### src/rtl/pong_pkg.sv
// pong_pkg: shared constants for the Pong match sequencer and ball datapath.
//   - FSM state encoding (also what the state_o debug port reports)
//   - ball centre coordinates loaded on recentre
//   - serve direction encoding (x-velocity sign bit)
//   - max2 helper for sizing the shared countdown
package pong_pkg;

  typedef logic [2:0] state_t;

  localparam state_t ST_IDLE  = 3'd0;
  localparam state_t ST_SERVE = 3'd1;
  localparam state_t ST_RALLY = 3'd2;
  localparam state_t ST_POINT = 3'd3;
  localparam state_t ST_OVER  = 3'd4;

  localparam int CX = 320;
  localparam int CY = 240;

  localparam logic DIR_RIGHT = 1'b0;
  localparam logic DIR_LEFT  = 1'b1;

  function automatic int max2(input int a, input int b);
    return (a > b) ? a : b;
  endfunction

endpackage

### src/rtl/tick_countdown.sv
// tick_countdown: loadable down-counter that steps once per tick and parks at 0.
// Ports:
//   i_clk, i_reset  clock, synchronous active-high reset (count -> 0)
//   i_load          load i_value this cycle; load beats a coincident tick
//   i_value         value to load
//   i_tick          decrement enable (ignored once the count is 0)
//   o_zero          count == 0
module tick_countdown #(
  parameter int W = 7
) (
  input  logic         i_clk,
  input  logic         i_reset,
  input  logic         i_load,
  input  logic [W-1:0] i_value,
  input  logic         i_tick,
  output logic         o_zero
);

  logic [W-1:0] r_cnt;

  always_ff @(posedge i_clk) begin
    if (i_reset)                      r_cnt <= '0;
    else if (i_load)                  r_cnt <= i_value;
    else if (i_tick && r_cnt != '0)   r_cnt <= r_cnt - W'(1);
  end

  assign o_zero = (r_cnt == '0);

endmodule

### src/rtl/pong_match_ctrl.sv
// pong_match_ctrl: match sequencer. Decides when the ball may move, when it is
// recentred, which way it is served and when a point is scored.
// Build option: AUTO_SERVE_EN -- when defined the ball is released as soon as
// the serve countdown expires; otherwise the player must also press serve_btn.
// Ports:
//   i_clk, i_reset   clock, synchronous active-high reset
//   i_tick           one pulse per ball-update period (drives the countdowns)
//   i_start          starts a match from IDLE or OVER
//   i_serve_btn      manual release from SERVE (unused with AUTO_SERVE_EN)
//   i_miss_left/right  ball passed left/right paddle (P2/P1 scores)
//   o_ball_hold      ball frozen (everywhere except RALLY)
//   o_ball_recenter  one-cycle pulse on entry to SERVE
//   o_serve_dir      0 = serve rightwards, 1 = leftwards
//   o_score_p1/p2    saturating binary scores
//   o_point_pulse    one-cycle pulse per score increment
//   o_game_over, o_winner  match finished / who won (0 = P1)
//   o_state          current FSM state for debug
module pong_match_ctrl
  import pong_pkg::*;
#(
  parameter int WIN_SCORE   = 9,
  parameter int SERVE_TICKS = 60,
  parameter int POINT_TICKS = 90,
  parameter int SCORE_W     = 4
) (
  input  logic               i_clk,
  input  logic               i_reset,
  input  logic               i_tick,
  input  logic               i_start,
  input  logic               i_serve_btn,
  input  logic               i_miss_left,
  input  logic               i_miss_right,
  output logic               o_ball_hold,
  output logic               o_ball_recenter,
  output logic               o_serve_dir,
  output logic [SCORE_W-1:0] o_score_p1,
  output logic [SCORE_W-1:0] o_score_p2,
  output logic               o_point_pulse,
  output logic               o_game_over,
  output logic               o_winner,
  output logic [2:0]         o_state
);

  localparam int CNT_W = $clog2(max2(SERVE_TICKS, POINT_TICKS) + 1);
  localparam logic [SCORE_W-1:0] WIN = SCORE_W'(WIN_SCORE);

  state_t             r_state;
  logic [SCORE_W-1:0] r_p1, r_p2;
  logic               r_dir, r_recenter, r_pulse;

  state_t             w_next;
  logic               w_load, w_clear, w_inc1, w_inc2, w_dir, w_zero, w_release;
  logic [CNT_W-1:0]   w_load_val;

`ifdef AUTO_SERVE_EN
  logic w_unused_btn;
  assign w_unused_btn = i_serve_btn;
  assign w_release    = 1'b1;
`else
  assign w_release    = i_serve_btn;
`endif

  // One countdown serves both SERVE and POINT; it is reloaded on every
  // transition into either, so a tick on the transition cycle is swallowed.
  tick_countdown #(.W(CNT_W)) u_cd (
    .i_clk   (i_clk),
    .i_reset (i_reset),
    .i_load  (w_load),
    .i_value (w_load_val),
    .i_tick  (i_tick),
    .o_zero  (w_zero)
  );

  always_comb begin
    w_next     = r_state;
    w_load     = 1'b0;
    w_load_val = CNT_W'(SERVE_TICKS);
    w_clear    = 1'b0;
    w_inc1     = 1'b0;
    w_inc2     = 1'b0;
    w_dir      = r_dir;
    case (r_state)
      ST_IDLE, ST_OVER: begin
        if (i_start) begin
          w_next  = ST_SERVE;
          w_load  = 1'b1;
          w_clear = 1'b1;
        end
      end
      ST_SERVE: begin
        if (w_zero && w_release) w_next = ST_RALLY;
      end
      ST_RALLY: begin
        if (i_miss_left || i_miss_right) begin
          w_next     = ST_POINT;
          w_load     = 1'b1;
          w_load_val = CNT_W'(POINT_TICKS);
          // Simultaneous misses: nobody scores, serve side is kept.
          if (i_miss_left && !i_miss_right) begin
            w_inc2 = 1'b1;
            w_dir  = DIR_LEFT;
          end
          if (i_miss_right && !i_miss_left) begin
            w_inc1 = 1'b1;
            w_dir  = DIR_RIGHT;
          end
        end
      end
      ST_POINT: begin
        if (w_zero) begin
          if (r_p1 == WIN || r_p2 == WIN) begin
            w_next = ST_OVER;
          end else begin
            w_next = ST_SERVE;
            w_load = 1'b1;
          end
        end
      end
      default: w_next = ST_IDLE;
    endcase
  end

  always_ff @(posedge i_clk) begin
    if (i_reset) begin
      r_state    <= ST_IDLE;
      r_p1       <= '0;
      r_p2       <= '0;
      r_dir      <= DIR_RIGHT;
      r_recenter <= 1'b0;
      r_pulse    <= 1'b0;
    end else begin
      r_state    <= w_next;
      r_recenter <= (w_next == ST_SERVE) && (r_state != ST_SERVE);
      r_pulse    <= (w_inc1 && r_p1 != WIN) || (w_inc2 && r_p2 != WIN);
      if (w_clear) begin
        r_p1  <= '0;
        r_p2  <= '0;
        r_dir <= DIR_RIGHT;
      end else begin
        r_dir <= w_dir;
        if (w_inc1 && r_p1 != WIN) r_p1 <= r_p1 + SCORE_W'(1);
        if (w_inc2 && r_p2 != WIN) r_p2 <= r_p2 + SCORE_W'(1);
      end
    end
  end

  assign o_ball_hold     = (r_state != ST_RALLY);
  assign o_ball_recenter = r_recenter;
  assign o_serve_dir     = r_dir;
  assign o_score_p1      = r_p1;
  assign o_score_p2      = r_p2;
  assign o_point_pulse   = r_pulse;
  assign o_game_over     = (r_state == ST_OVER);
  assign o_winner        = (r_state == ST_OVER) && (r_p2 == WIN);
  assign o_state         = r_state;

endmodule

### config.mk
export PLATFORM = sky130hd
export DESIGN_NAME = pong_match_ctrl
export DESIGN_NICKNAME = d
export VERILOG_FILES = /design/src/rtl/pong_pkg.sv /design/src/rtl/tick_countdown.sv /design/src/rtl/pong_match_ctrl.sv
export SDC_FILE = /design/constraint.sdc
export NUM_CORES = 1
export LEC_CHECK = 0
export BUFFER_PORTS_ARGS = -buffer_cell sky130_fd_sc_hd__buf_2
export CAP_MARGIN = 20
export CORE_ASPECT_RATIO = 1.2
export CORE_MARGIN = 2
export CORE_UTILIZATION = 48
export CTS_CLUSTER_SIZE = 30
export DETAILED_ROUTE_END_ITERATION = 7
export PLACE_DENSITY = 0.85
export RECOVER_POWER = 50
export SLEW_MARGIN = 20
export SYNTH_ARGS = -nofsm -noshare
export SYNTH_HDL_FRONTEND = slang
export SYNTH_SLANG_ARGS = --single-unit
### constraint.sdc
create_clock -name i_clk -period 1.8 [get_ports i_clk]
set_clock_uncertainty 0.1 [all_clocks]
set_input_delay 0.18 -clock i_clk [delete_from_list [all_inputs] [get_ports i_clk]]
set_output_delay 0.18 -clock i_clk [all_outputs]
set_load 0.05 [all_outputs]
==> impl_metrics.csv <==
group,metric,value,unit
outcome,outcome,"complete, no violations",
clocking,cts_buffer_depth,2,
synthesis,avgSynthCellArea,8.80,um2
power_and_ir_drop,ir_drop,0.641,mV
power_and_ir_drop,cellLeakagePower,0.593,nW
synthesis,synth_area,1220,um2
sta,post-route-period-util,98.8,%
die,dieArea,2970,um2
global_route,antenna_found_initial,0,
global_route,gr-total-overflow,0,
clocking,cts_num_sinks,21,
placed_design,port_buffers,23,
synthesis,synth_cell_types,44,
sta,fin_crit,1.78,ns
die,die_w,50.1,um
synthesis,synthesis.nets,155,
route,drc,0,
die,ios,24,
sta,setup_viol,0,
sta,fmax,0.562,GHz
route,post_drt_wl_per_cell,13.4,um
synthesis,synth_edf_count,0,
finish,regArea,439,um2
finish,mostFrequentLayoutCells,"nor2_1, clkbuf_1, dfxtp_1",
placed_design,dp.cells,195,
finish,stdcell_area,1470,um2
critical_path,crit_type,"reg2out",
clocking,numCtsBuffers,3,
hold_path,hold_path_class,"in2reg",
power_and_ir_drop,power_density,834,nW/um2
sta,final.setup.worst_slack,0.0207,ns
finish,syn2layout_area_growth,20.4,%
finish,drive_gt1_share,31.0,%
critical_path,crit_chain,"inv_1 > ha_1 > nand3b_1 > buf_4 > nor2_2 > buf_4",
global_route,grt_pass1_wl,4.51,mm
critical_path,max_stage_delay,0.38,ns
global_route,track_usage,19.3,%
clocking,path_clk_slew,0.13,ns
route,drt_iter0_markers,45,
finish,fill_cells,203,
die,start_util,49.4,%
critical_path,path_common_cell,"buf_4",
sta,drv_slew,0,
synthesis,async_flop_share,0,%
clocking,cts_root_buf,"clkbuf_4",
finish,mostFrequentLayoutCell,"nor2_1",
critical_path,endpoint_kind,"output port",
placed_design,globalplace.congestion,0.894,
route,vias_per_cell,5.51,
placed_design,placed_area,1420,um2
synthesis,yosysTopAreaCell,"dfxtp_1",
clocking,worstSkewPairLatency,0.30,ns
die,coreArea,2480,um2
sta,fin_setup_tns,0,ns
synthesis,synthTopCellsByArea,"dfxtp_1, ha_1, nor2_1",
critical_path,crit_buf_inv,3,
sta,hold_viol_final,0,
critical_path,cp_data_required_time,1.52,ns
finish,fin_cells,201,
sta,rsz0062_at_grt,"true",
finish,nNetsFinal,185,
critical_path,cpLargestDelayFamily,"buffers and inverters",
clocking,tritoncts,"yes",
synthesis,ys_warn_count,0,
clocking,ctsHtreeMaxLevel,1,
finish,multi_input_area,764,um2
clocking,cts_hold_buf,0,
placed_design,place_ws,-0.0152,ns
synthesis,synth.top_cell.area_share,34.4,%
synthesis,yosys_register_bits,21,
route,vias,1108,
die,dieHeight,59.3,um
synthesis,ys_seq_area_share,34.4,%
sta,tightestPinTransition,0.599,ns
placed_design,dp_hpwl,2.02,mm
route,ant_nets,0,
die,fp-row-count,20,
synthesis,synth_flop_cell,"dfxtp_1",
sta,slew_headroom,60.2,%
critical_path,arrival,1.50,ns
global_route,grt_max_degree,14,
critical_path,worstPathMaxFanout,5,
global_route,grt_pass1_vias,1101,
critical_path,startpoint_type,"register",
synthesis,netlist_instances,139,
critical_path,cp_slowest_cell,"dfxtp_4",
route,dr.pass1.iters,4,
finish,antennaDiodeCount,0,
route,routed_wl,2.70,mm
flow_run,drv_cap,0,
kinds of logic after synthesis:
family | after synthesis | synth area share (%)
AND/OR/NAND/NOR | 56 | 27.4
buffers and inverters | 17 | 5.62
flip-flops | 21 | 34.4
AO/OA/AOI/OAI | 26 | 16.1
XOR/XNOR | 9 | 6.44
adder cells (fa/ha/maj) | 9 | 9.20
multiplexers | 1 | 0.920
worst reg2reg max path, cell delays in order, from the launching register on:
cell,delay [ns]
dfxtp_2,0.35
inv_2,0.09
ha_4,0.14
or3b_4,0.40
o21ai_4,0.22
or4_4,0.16
xor2_1,0.14
a21oi_1,0.08
synthesized netlist by cell type, types with 2 or more instances:
| library cell | count |
|---|---|
| ha_1 | 9 |
| or4_1 | 2 |
| nand2_1 | 7 |
| or2_2 | 2 |
| and3_1 | 3 |
| xnor2_1 | 4 |
| nand4_1 | 5 |
| a21oi_1 | 6 |
| nor3_1 | 2 |
| nor2_1 | 18 |
| xor2_1 | 5 |
| clkbuf_1 | 2 |
| dfxtp_1 | 21 |
| nand3_1 | 2 |
| a211oi_1 | 3 |
| buf_2 | 4 |
| inv_1 | 11 |
| nand3b_1 | 3 |
| nor3b_2 | 2 |
| o21ai_0 | 4 |
layout make-up:
cell class                      count  area share (%)
Multi-Input combinational cell    101            51.9
Timing Repair Buffer               31            10.9
Clock buffer                        3            1.53
Sequential cell                    21            29.8
Tap cell                           33            2.80
Clock inverter                      1           0.340
Inverter                           11            2.80
final timing paths:
path,slack (ns),end,cells after the start,from
max,0.02,o_winner,6,o_score_p2[1]
min,0.05,o_state[2],3,i_start
max reg2reg,0.02,u_cd.r_cnt[3],7,u_cd.r_cnt[0]
min reg2reg,0.40,u_cd.r_cnt[1],2,u_cd.r_cnt[1]
registers in the layout, indices dropped and copies added, names as in the netlist:
| register | cells |
|---|---|
| o_ball_recenter | 1 |
| o_point_pulse | 1 |
| o_score_p1 | 4 |
| o_score_p2 | 4 |
| o_serve_dir | 1 |
| o_state | 3 |
| u_cd.r_cnt | 7 |
per-stage QoR:
stage                     util (%)  total power, W  hold WS (ns)
final                         59.5         0.00123        0.0511
after global routing          59.5         0.00130        0.0522
after detailed placement      57.4        0.000964         0.381
after floorplan                  -        0.000861         0.151
after global placement        57.4        0.000942         0.357
after CTS                     59.0         0.00120        0.0425
power by group:
part	total, W	switching (W)	internal [W]
registers	0.000560	0.0000561	0.000504
clock network	0.000235	0.000152	0.0000828
logic	0.000434	0.000239	0.000196
total	0.00123	0.000447	0.000782
per-layer routing:
layer	global-route usage, %	part of all wire, %	up-vias
li1	-	-	546
met1	20.2	42	509
met2	37.6	51	46
met3	2.27	5.4	7
met4	9.13	1.9	0
met5	0	0	-
what timing repair did:
| action | CTS | global route |
|---|---|---|
| setup endpoints to repair | 2 | 3 |
| resized for setup | 3 | 6 |
| setup buffers | 1 | 1 |
| pin swaps | 2 | 2 |
(Power assumes the default switching activity.)
